File: config.mk
export PLATFORM = sky130hd
export DESIGN_NAME = dmem_port_arbiter_flat
export DESIGN_NICKNAME = d
export VERILOG_FILES = /design/src/rtl/dmem_port_arbiter_pkg.sv /design/src/rtl/dmem_port_arbiter_if.sv /design/src/rtl/dmem_resp_tracker.sv /design/src/rtl/dmem_port_arbiter.sv /design/src/flat_wrapper.sv
export SDC_FILE = /design/constraint.sdc
export NUM_CORES = 1
export LEC_CHECK = 0
export ABC_AREA = 1
export CAP_MARGIN = 20
export CORE_AREA = 2 2 97 99
export DETAILED_ROUTE_END_ITERATION = 6
export DIE_AREA = 0 0 99 101
export GPL_TIMING_DRIVEN = 0
export HOLD_SLACK_MARGIN = 0.12
export PLACE_DENSITY = 0.66
export RECOVER_POWER = 100
export SYNTH_ARGS = -nofsm -noshare
export SYNTH_HDL_FRONTEND = slang
export SYNTH_SLANG_ARGS = --single-unit
File: constraint.sdc
create_clock -name clk -period 1.8 [get_ports clk]
set_input_delay 0.36 -clock clk [delete_from_list [all_inputs] [get_ports clk]]
set_output_delay 0.36 -clock clk [all_outputs]
set_load 0.02 [all_outputs]
File: src/rtl/dmem_port_arbiter_pkg.sv
// Shared types and constants for the data-memory port arbiter.
// State encoding, requester indices and small helpers used by the top and the response tracker.
package dmem_port_arbiter_pkg;

   typedef enum logic [1:0] {
      ARB_CPU    = 2'd0,
      AUX_FORCE  = 2'd1,
      AUX_LOCKED = 2'd2
   } arb_state_t;

   localparam logic [3:0] WE_NONE = 4'b0000;
   localparam int         CNT_W   = 4;
   localparam int         DATA_W  = 32;
   localparam int         N_REQ   = 2;
   localparam int         REQ_CPU = 0;
   localparam int         REQ_AUX = 1;

   typedef logic [CNT_W-1:0] starve_cnt_t;

   // An all-zero byte-enable pattern is a read, whatever the requester intended.
   function automatic logic is_read(input logic [3:0] we);
      return we == WE_NONE;
   endfunction

   function automatic starve_cnt_t starve_inc(input starve_cnt_t cnt, input starve_cnt_t limit);
      return (cnt >= limit) ? limit : starve_cnt_t'(cnt + 1'b1);
   endfunction

endpackage

File: src/rtl/dmem_port_arbiter_if.sv
// Bundle of both requester handshakes plus the shared memory port.
// The arbiter takes the slave view; requesters and the memory take the master view.
interface dmem_port_arbiter_if
   import dmem_port_arbiter_pkg::*;
#(
   parameter int ADDR_W = 12
);

   logic              cpu_req_valid;
   logic              cpu_req_ready;
   logic [ADDR_W-1:0] cpu_req_addr;
   logic [3:0]        cpu_req_we;
   logic [DATA_W-1:0] cpu_req_wdata;
   logic              cpu_resp_valid;
   logic [DATA_W-1:0] cpu_resp_rdata;

   logic              aux_req_valid;
   logic              aux_req_ready;
   logic [ADDR_W-1:0] aux_req_addr;
   logic [3:0]        aux_req_we;
   logic [DATA_W-1:0] aux_req_wdata;
   logic              aux_resp_valid;
   logic [DATA_W-1:0] aux_resp_rdata;
   logic              aux_lock;

   logic [ADDR_W-1:0] mem_addr;
   logic [3:0]        mem_we;
   logic [DATA_W-1:0] mem_din;
   logic [DATA_W-1:0] mem_dout;

   modport master (
      output cpu_req_valid, cpu_req_addr, cpu_req_we, cpu_req_wdata,
      output aux_req_valid, aux_req_addr, aux_req_we, aux_req_wdata, aux_lock,
      output mem_dout,
      input  cpu_req_ready, cpu_resp_valid, cpu_resp_rdata,
      input  aux_req_ready, aux_resp_valid, aux_resp_rdata,
      input  mem_addr, mem_we, mem_din
   );

   modport slave (
      input  cpu_req_valid, cpu_req_addr, cpu_req_we, cpu_req_wdata,
      input  aux_req_valid, aux_req_addr, aux_req_we, aux_req_wdata, aux_lock,
      input  mem_dout,
      output cpu_req_ready, cpu_resp_valid, cpu_resp_rdata,
      output aux_req_ready, aux_resp_valid, aux_resp_rdata,
      output mem_addr, mem_we, mem_din
   );

endinterface

File: src/rtl/dmem_resp_tracker.sv
// Per-requester one-cycle read-response flags; steers mem_dout to whoever issued the read.
// Responses are suppressed while reset is held so an in-flight read never surfaces.
module dmem_resp_tracker
   import dmem_port_arbiter_pkg::*;
(
   input  logic                         clk,
   input  logic                         rst,
   input  logic [N_REQ-1:0]             accept_read,
   input  logic [DATA_W-1:0]            mem_dout,
   output logic [N_REQ-1:0]             resp_valid,
   output logic [N_REQ-1:0][DATA_W-1:0] resp_rdata
);

   genvar gi;
   generate
      for (gi = 0; gi < N_REQ; gi++) begin : g_req
         logic pend_reg;
         logic pend_next;

         // A fresh accept simply overwrites the flag, so back-to-back reads chain.
         assign pend_next = accept_read[gi];

         always_ff @(posedge clk) begin
            if (!rst) begin
               pend_reg <= 1'b0;
            end else begin
               pend_reg <= pend_next;
            end
         end

         assign resp_valid[gi] = pend_reg & rst;
         assign resp_rdata[gi] = resp_valid[gi] ? mem_dout : '0;
      end
   endgenerate

endmodule

File: src/rtl/dmem_port_arbiter.sv
// Two-requester arbiter for the shared data/instruction memory port.
// CPU has fixed priority; aux gets a starvation guard and an exclusive lock mode for bursts.
module dmem_port_arbiter
   import dmem_port_arbiter_pkg::*;
#(
   parameter int unsigned STARVE_MAX = 4,
   parameter int          ADDR_W     = 12
)(
   input  logic               clk,
   input  logic               rst,
   dmem_port_arbiter_if.slave bus
);

   localparam starve_cnt_t STARVE_LIMIT = starve_cnt_t'(STARVE_MAX);

   arb_state_t  state_reg, state_next;
   starve_cnt_t cnt_reg, cnt_next;

   logic              cpu_ready;
   logic              aux_ready;
   logic              cpu_grant;
   logic              aux_grant;
   logic [ADDR_W-1:0] addr_sel;
   logic [DATA_W-1:0] din_sel;
   logic [3:0]        we_sel;

   logic [N_REQ-1:0]             accept_read;
   logic [N_REQ-1:0]             resp_valid;
   logic [N_REQ-1:0][DATA_W-1:0] resp_rdata;

   always_ff @(posedge clk) begin
      if (!rst) begin
         state_reg <= ARB_CPU;
         cnt_reg   <= '0;
      end else begin
         state_reg <= state_next;
         cnt_reg   <= cnt_next;
      end
   end

   always_comb begin
      state_next = state_reg;
      cnt_next   = cnt_reg;
      cpu_ready  = 1'b0;
      aux_ready  = 1'b0;

      case (state_reg)
         ARB_CPU: begin
            // A saturated counter normally means we already left for AUX_FORCE;
            // honouring it here keeps the guard intact even if that edge was missed.
            if (bus.aux_req_valid && (cnt_reg >= STARVE_LIMIT)) begin
               aux_ready = 1'b1;
            end else if (bus.cpu_req_valid) begin
               cpu_ready = 1'b1;
            end else if (bus.aux_req_valid) begin
               aux_ready = 1'b1;
            end

            if (aux_ready) begin
               cnt_next = '0;
               if (bus.aux_lock) begin
                  state_next = AUX_LOCKED;
               end
            end else if (bus.aux_req_valid) begin
               cnt_next = starve_inc(cnt_reg, STARVE_LIMIT);
               if (cnt_next == STARVE_LIMIT) begin
                  state_next = AUX_FORCE;
               end
            end
         end

         AUX_FORCE: begin
            aux_ready  = bus.aux_req_valid;
            cnt_next   = '0;
            state_next = (bus.aux_req_valid && bus.aux_lock) ? AUX_LOCKED : ARB_CPU;
         end

         AUX_LOCKED: begin
            // The cycle in which lock drops is still aux's; cpu regains the port after the edge.
            aux_ready = bus.aux_req_valid;
            cnt_next  = '0;
            if (!bus.aux_lock) begin
               state_next = ARB_CPU;
            end
         end

         default: begin
            state_next = ARB_CPU;
            cnt_next   = '0;
         end
      endcase

      if (!rst) begin
         cpu_ready = 1'b0;
         aux_ready = 1'b0;
      end
   end

   assign cpu_grant = bus.cpu_req_valid & cpu_ready;
   assign aux_grant = bus.aux_req_valid & aux_ready;

   // With no grant the address/data buses idle on the cpu inputs; only we is forced quiet.
   always_comb begin
      addr_sel = bus.cpu_req_addr;
      din_sel  = bus.cpu_req_wdata;
      we_sel   = WE_NONE;
      if (aux_grant) begin
         addr_sel = bus.aux_req_addr;
         din_sel  = bus.aux_req_wdata;
         we_sel   = bus.aux_req_we;
      end else if (cpu_grant) begin
         we_sel   = bus.cpu_req_we;
      end
   end

   assign bus.mem_addr      = addr_sel;
   assign bus.mem_din       = din_sel;
   assign bus.mem_we        = we_sel;
   assign bus.cpu_req_ready = cpu_ready;
   assign bus.aux_req_ready = aux_ready;

   assign accept_read[REQ_CPU] = cpu_grant & is_read(bus.cpu_req_we);
   assign accept_read[REQ_AUX] = aux_grant & is_read(bus.aux_req_we);

   dmem_resp_tracker u_resp_tracker (
      .clk         (clk),
      .rst         (rst),
      .accept_read (accept_read),
      .mem_dout    (bus.mem_dout),
      .resp_valid  (resp_valid),
      .resp_rdata  (resp_rdata)
   );

   assign bus.cpu_resp_valid = resp_valid[REQ_CPU];
   assign bus.cpu_resp_rdata = resp_rdata[REQ_CPU];
   assign bus.aux_resp_valid = resp_valid[REQ_AUX];
   assign bus.aux_resp_rdata = resp_rdata[REQ_AUX];

endmodule

File: src/flat_wrapper.sv
// flat-port wrapper written by rule: the top's interface ports become plain ports
module dmem_port_arbiter_flat import dmem_port_arbiter_pkg::*;
#(
   parameter int unsigned STARVE_MAX = 4,
   parameter int          ADDR_W     = 12
)
  (clk, rst, bus_cpu_req_valid, bus_cpu_req_addr, bus_cpu_req_we, bus_cpu_req_wdata, bus_aux_req_valid, bus_aux_req_addr, bus_aux_req_we, bus_aux_req_wdata, bus_aux_lock, bus_mem_dout, bus_cpu_req_ready, bus_cpu_resp_valid, bus_cpu_resp_rdata, bus_aux_req_ready, bus_aux_resp_valid, bus_aux_resp_rdata, bus_mem_addr, bus_mem_we, bus_mem_din);
  dmem_port_arbiter_if #(.ADDR_W(ADDR_W)) bus_i ();
  input  logic clk;
  input  logic rst;
  input wire logic [$bits(bus_i.cpu_req_valid)-1:0] bus_cpu_req_valid;
  input wire logic [$bits(bus_i.cpu_req_addr)-1:0] bus_cpu_req_addr;
  input wire logic [$bits(bus_i.cpu_req_we)-1:0] bus_cpu_req_we;
  input wire logic [$bits(bus_i.cpu_req_wdata)-1:0] bus_cpu_req_wdata;
  input wire logic [$bits(bus_i.aux_req_valid)-1:0] bus_aux_req_valid;
  input wire logic [$bits(bus_i.aux_req_addr)-1:0] bus_aux_req_addr;
  input wire logic [$bits(bus_i.aux_req_we)-1:0] bus_aux_req_we;
  input wire logic [$bits(bus_i.aux_req_wdata)-1:0] bus_aux_req_wdata;
  input wire logic [$bits(bus_i.aux_lock)-1:0] bus_aux_lock;
  input wire logic [$bits(bus_i.mem_dout)-1:0] bus_mem_dout;
  output wire logic [$bits(bus_i.cpu_req_ready)-1:0] bus_cpu_req_ready;
  output wire logic [$bits(bus_i.cpu_resp_valid)-1:0] bus_cpu_resp_valid;
  output wire logic [$bits(bus_i.cpu_resp_rdata)-1:0] bus_cpu_resp_rdata;
  output wire logic [$bits(bus_i.aux_req_ready)-1:0] bus_aux_req_ready;
  output wire logic [$bits(bus_i.aux_resp_valid)-1:0] bus_aux_resp_valid;
  output wire logic [$bits(bus_i.aux_resp_rdata)-1:0] bus_aux_resp_rdata;
  output wire logic [$bits(bus_i.mem_addr)-1:0] bus_mem_addr;
  output wire logic [$bits(bus_i.mem_we)-1:0] bus_mem_we;
  output wire logic [$bits(bus_i.mem_din)-1:0] bus_mem_din;
  assign bus_i.cpu_req_valid = bus_cpu_req_valid;
  assign bus_i.cpu_req_addr = bus_cpu_req_addr;
  assign bus_i.cpu_req_we = bus_cpu_req_we;
  assign bus_i.cpu_req_wdata = bus_cpu_req_wdata;
  assign bus_i.aux_req_valid = bus_aux_req_valid;
  assign bus_i.aux_req_addr = bus_aux_req_addr;
  assign bus_i.aux_req_we = bus_aux_req_we;
  assign bus_i.aux_req_wdata = bus_aux_req_wdata;
  assign bus_i.aux_lock = bus_aux_lock;
  assign bus_i.mem_dout = bus_mem_dout;
  assign bus_cpu_req_ready = bus_i.cpu_req_ready;
  assign bus_cpu_resp_valid = bus_i.cpu_resp_valid;
  assign bus_cpu_resp_rdata = bus_i.cpu_resp_rdata;
  assign bus_aux_req_ready = bus_i.aux_req_ready;
  assign bus_aux_resp_valid = bus_i.aux_resp_valid;
  assign bus_aux_resp_rdata = bus_i.aux_resp_rdata;
  assign bus_mem_addr = bus_i.mem_addr;
  assign bus_mem_we = bus_i.mem_we;
  assign bus_mem_din = bus_i.mem_din;
  dmem_port_arbiter #(.STARVE_MAX(STARVE_MAX), .ADDR_W(ADDR_W)) u_core (.clk(clk), .rst(rst), .bus(bus_i));
endmodule
---- Yosys cells after proc, flatten, opt, wreduce, memory -nomap -nowiden ----
Index checks and enable logic that the tools add are counted.
storage, ports and cells
  bits in registers ....................... 8
  input port bits ......................... 133
  output and inout bits ................... 116
  word-level logic and storage cells ...... 53
cells by class
  $add $sub $neg .......................... 1
  order comparisons ....................... 1
  eq/ne operators ......................... 7
  muxes and demuxes ....................... 24
  bitwise logic cells ..................... 8
  reduce and logical (&&, ||, !) cells .... 8
operators by type and width
  cell                   number
  $mux W32               3
  $mux W12               1
  $mux W2                6
  $mux W4                3
  $mux W1                9
  $logic_not A4 Y1       2
  $and A1 B1 Y1          6
  $pmux W2 S3            1
  $add A4 B1 Y4 const B  1
  $eq A4 B3 Y1 const B   1
  $ge A4 B3 Y1 const B   1
  $reduce_and A4 Y1      1
  $ne A3 B1 Y1 const B   1
  $ne A3 B2 Y1 const B   1
  $ne A3 B3 Y1 const B   1
  $reduce_or A3 Y1       1
  $eq A2 B1 Y1 const B   1
  $eq A2 B2 Y1 const B   1
  $logic_and A1 B1 Y1    2
  $logic_not A2 Y1       1
  $ne A2 B2 Y1 const B   1
  $not A1 Y1             2
  $pmux W1 S2            1
  $reduce_or A2 Y1       1

---- Longest topological paths before layout ----
  depth after elaboration ................. 8
  mapped depth ............................ 10
  gate-level depth less buffers ........... 10

---- Cells and area by module ----
A second synthesis with hierarchy kept.
unflattened totals
  cell total of the unflattened synthesis .. 335
  area total of the unflattened synthesis .. 2034.5 um2
by module, submodules not included
  module             times used  cells an instance  area an instance (um2)  seq. area each (um2)
  dmem_port_arbiter  1           223                1574.0                  120.1
  dmem_resp_tracker  1           112                460.4                   40.0

---- Worst setup path before layout ----
Ideal clock, no wire load.
  path type ............................... flip-flop to output port
  start ................................... register u_core.state_reg[1]
  end ..................................... output bus_mem_we[0]
  arrival time ............................ 1.528 ns
  slack ................................... -0.088 ns
  stages on the path, launching flop included .. 8
  path buffers ............................ 1
  cell sequence ........................... dfxtp_1 inv_1 ha_1 nand2_2 nand2_4 nand2_8 buf_6 o21ai_0
on the way
  word-level cells in the longest chain between the ends .. 6
RTL lines
  item                                                          RTL line                                            RTL
  start, declared                                               dmem_port_arbiter.sv:16                             arb_state_t state_reg, state_next;
  start signal, assigned                                        dmem_port_arbiter.sv:36                             state_reg <= state_next;
  $eq A2 B1 Y1, or another cell as far along                    dmem_port_arbiter.sv:47                             case (state_reg)
  $reduce_or A2 Y1 (no line) / $mux W1 (equally long branches)  -
  $pmux W1 S2 / $mux W1 (equally long branches)                 dmem_port_arbiter.sv:47, dmem_port_arbiter.sv:93
  $mux W1 / $and A1 B1 Y1 (equally long branches)               dmem_port_arbiter.sv:93, dmem_port_arbiter.sv:99
  $and A1 B1 Y1 / $mux W4 (equally long branches)               dmem_port_arbiter.sv:100, dmem_port_arbiter.sv:111
  $mux W4 *                                                     dmem_port_arbiter.sv:107                            if (aux_grant) begin
  end, declared                                                 flat_wrapper.sv:28                                  output wire logic [$bits(bus_i.mem_we)-1:0] bus_mem_we;
Every way passes the cells marked *; elsewhere a longest branch is shown, timed or not.

---- Worst setup path after layout ----
  start ................................... register u_core.state_reg[1]
  end ..................................... output bus_mem_din[16]
on the way
  word-level cells in the longest chain between the ends .. 6
RTL lines
  item                                                 RTL line                  RTL
  $eq A2 B1 Y1 / $eq A2 B2 Y1 (equally long branches)  dmem_port_arbiter.sv:47
  $reduce_or A2 Y1 (no line)                           -
  $pmux W1 S2 *                                        dmem_port_arbiter.sv:47
  $mux W1 *                                            dmem_port_arbiter.sv:93   if (!rst) begin
  $and A1 B1 Y1 *                                      dmem_port_arbiter.sv:100  assign aux_grant = bus.aux_req_valid & aux_ready;
  $mux W32 *                                           dmem_port_arbiter.sv:107
  end, declared                                        flat_wrapper.sv:29        output wire logic [$bits(bus_i.mem_din)-1:0] bus_mem_din;
Marked as above.

==> flow_summary.json <==
{
  "synth_ff_type": "dfxtp_1",
  "critPathRequiredTime_ps": 1440,
  "period_share_pct": 114.6,
  "clockRootBuffer": "clkbuf_8",
  "num_vias": 2995,
  "cap_violations": 0,
  "wl_met3_um": 1021,
  "rsz0062_at_grt": "true",
  "worstPathArrival_ps": 1700,
  "fp-row-count": 35,
  "synth_edf_count": 0,
  "r2r_cells": 8,
  "worst_pin_slew_ps": 228.8,
  "synth_fp_nets": 466,
  "antenna_cells": 0,
  "via_per_inst": 4.236,
  "grtUsageTotal_pct": 16.69,
  "synth_most_common_cell": "nand2_1",
  "drive_gt1_share_pct": 35.91,
  "drc": 0,
  "largest_reg_flops": 4,
  "path_cells": "inv_2 > ha_4 > nand2_4 > nand2_4 > nand2_8 > buf_12 > buf_12 > nand2_1 > nand2_1 > buf_6",
  "ys_seq_area_share_pct": 10.10,
  "first_pass_iters": 4,
  "regToRegSetupSlack_ps": 420,
  "die_w_um": 99,
  "endpoint_kind": "primary output",
  "drv_slew": 0,
  "r2r-end": "u_core.u_resp_tracker.g_req[1].pend_reg",
  "gp_congestion": 0.8320,
  "wl_met1_um": 2976,
  "start_util_pct": 17.66,
  "htree_num_levels": 1,
  "cts_buffers": 3,
  "min_from": "rst",
  "clk_pin_slew_worst_paths_ps": 50,
  "hold_depth": 3,
  "grt_pass1_vias": 2984,
  "synth_area_leaders": "nand2_1 35%, nor2_1 16%, inv_1 11%, dfxtp_1 10%, ha_1 3.9%",
  "syn_inst": 328,
  "antenna_found_initial": 0,
  "ys_ff_latch": 8,
  "grt.overflow.total": 0,
  "maxUsedRoutingLayer": "met4",
  "cts_tree": "built",
  "io_pins": 249,
  "netlist_top_cells_count": "146 x nand2_1, 68 x nor2_1, 47 x inv_1",
  "hp-class": "input pin to flop",
  "max_freq_mhz": 484.6,
  "timing.hold.ws_ps": 399.6,
  "clk_latency_ps": 240,
  "power_density_nw_per_um2": 669.3,
  "cp_slowest_cell": "dfxtp_2",
  "cp_max_fo": 10,
  "synthArstFlopShare_pct": 0,
  "dieArea_um2": 9999,
  "drt_wl_total_um": 9255,
  "hold_viol_final": 0,
  "critPathKind": "flop to primary output",
  "syn_avg_cell_area_um2": 4.833,
  "wl_per_cell_um": 13.09,
  "crit_path_max_incr_delay_ps": 350,
  "power.leakage_nw": 2.633,
  "clock_sinks": 8,
  "nNetsFinal": 736,
  "route.met2.wl_um": 5152,
  "synth_top_cell_by_area": "nand2_1",
  "ctsLongestPathBuffers": 2,
  "r2r_start": "u_core.state_reg[1]",
  "area_delta_synth_final_pct": 204.2,
  "port_buffers": 247,
  "fill_cells": 906,
  "drt_iter0_markers": 53,
  "postRouteAntennaNets": 0,
  "slew_headroom_pct": 84.71,
  "core_um2": 8977,
  "synth_top_area_share_pct": 34.57,
  "synth_area_um2": 1585,
  "layout_setup_ws_ps": -263.4,
  "dp_hpwl_um": 7561,
  "yosysWarnings": 0,
  "grt_pass1_wl_um": 13760,
  "start_kind": "flop",
  "die_y_um": 101,
  "synth_cell_types": 25,
  "fin_crit_ps": 2063,
  "skew_ps": 5.345,
  "violations": "setup timing",
  "setup_tns_ps": -11020,
  "cts_hold_buf": 0,
  "status": "complete, but fails checks",
  "hold-path-endpoint": "u_core.state_reg[1]",
  "ir_worst_vdd_mv": 0.3897,
  "grt_max_degree": 11,
  "setup_viol_count_final": 49
}
area by class of cell:
cell class	instances	area (um2)	share of cell area, %
repair buffers	266	2601	53.94
multi-input cells	254	1493	30.95
plain buffers	15	172.7	3.581
flip-flops and latches	8	162.7	3.373
inverters	49	196.4	4.074
clock buffers	3	41.29	0.8563
well taps	111	138.9	2.880
repair inverters	1	16.27	0.3373
metrics by stage:
stage                     utilization [%]  instances  worst slack (ps)  power, mW  instance area, um2
final                               53.71        707            -263.4      3.227                4822
after floorplan                         -        328            -88.27      1.271                1585
after CTS                           51.60        701            -253.8      3.036                4632
after global placement              46.75        686            -920.7      2.228                4197
after detailed placement            46.75        686            -943.9      2.255                4197
after global routing                53.71        707            -323.0      3.436                4822
critical path, delay by kind of cell (launching register included):
family | cells | cell delay (ps)
flops | 1 | 350
simple gates | 5 | 360
fa+ha+maj | 1 | 260
buf+inv | 4 | 480
cell usage in the layout, fill, tap and decap left out, types with 2 or more instances in the layout:
cell / netlist / final
clkbuf_4: 0 / 3
buf_2: 0 / 3
a21oi_1: 5 / 5
nand3_4: 1 / 2
clkbuf_2: 0 / 30
inv_1: 47 / 44
inv_2: 0 / 3
nand3_2: 0 / 3
dfxtp_2: 0 / 2
nor2_1: 68 / 68
nand3_1: 12 / 8
nand2_1: 146 / 73
clkdlybuf4s15_1: 0 / 14
buf_4: 6 / 9
clkbuf_8: 0 / 3
buf_8: 0 / 4
buf_6: 4 / 57
dfxtp_1: 8 / 6
ha_1: 5 / 4
nor2_4: 1 / 2
clkdlybuf4s50_1: 0 / 128
dlygate4sd2_1: 0 / 23
buf_12: 1 / 6
nand2_4: 2 / 28
nand2_2: 1 / 48
o21ai_4: 0 / 3
o21ai_0: 6 / 4
repair_timing:
item,CTS,global route
setup buffers,10,7
pin swaps,32,28
endpoints found under the setup margin,116,106
resized for setup,456,149
gates cloned,3,1
where the power goes:
group	total, mW	switching [mW]	internal (mW)	leakage (nW)
clock	0.230	0.0842	0.146	0.0216
sequential	0.227	0.0222	0.205	0.0658
combinational	2.77	1.35	1.42	2.55
kinds of logic (layout without fill, tap and decap cells):
group	Yosys count	in the layout	share of synthesized area, %
fa+ha+maj	5	5	3.946
flops	8	8	10.10
buf+inv	66	334	20.44
compound gates	13	13	4.262
simple gates	236	236	61.25
per-layer routing:
metal | track usage, % | up-vias
met4 | 3.161 | 0
li1 | - | 1497
met1 | 16.39 | 1307
met2 | 34.51 | 184
met5 | 0 | -
met3 | 4.577 | 7
how the worst max path moves through the flow:
| stage | from | end | slack (ps) | cells after the start |
|---|---|---|---|---|
| 6_report | u_core.state_reg[1] | bus_mem_din[16] | -260 | 10 |
| 3_3_place_gp | bus_aux_req_valid | bus_mem_addr[2] | -920 | 10 |
| 4_1_cts | u_core.state_reg[1] | bus_mem_we[1] | -250 | 9 |
| 2_1_floorplan | u_core.state_reg[1] | bus_mem_we[0] | -90 | 7 |
| 3_5_place_dp | bus_aux_req_valid | bus_mem_addr[2] | -940 | 10 |
| 5_1_grt | u_core.state_reg[1] | bus_mem_din[16] | -320 | 10 |
(Power assumes the default switching activity.)
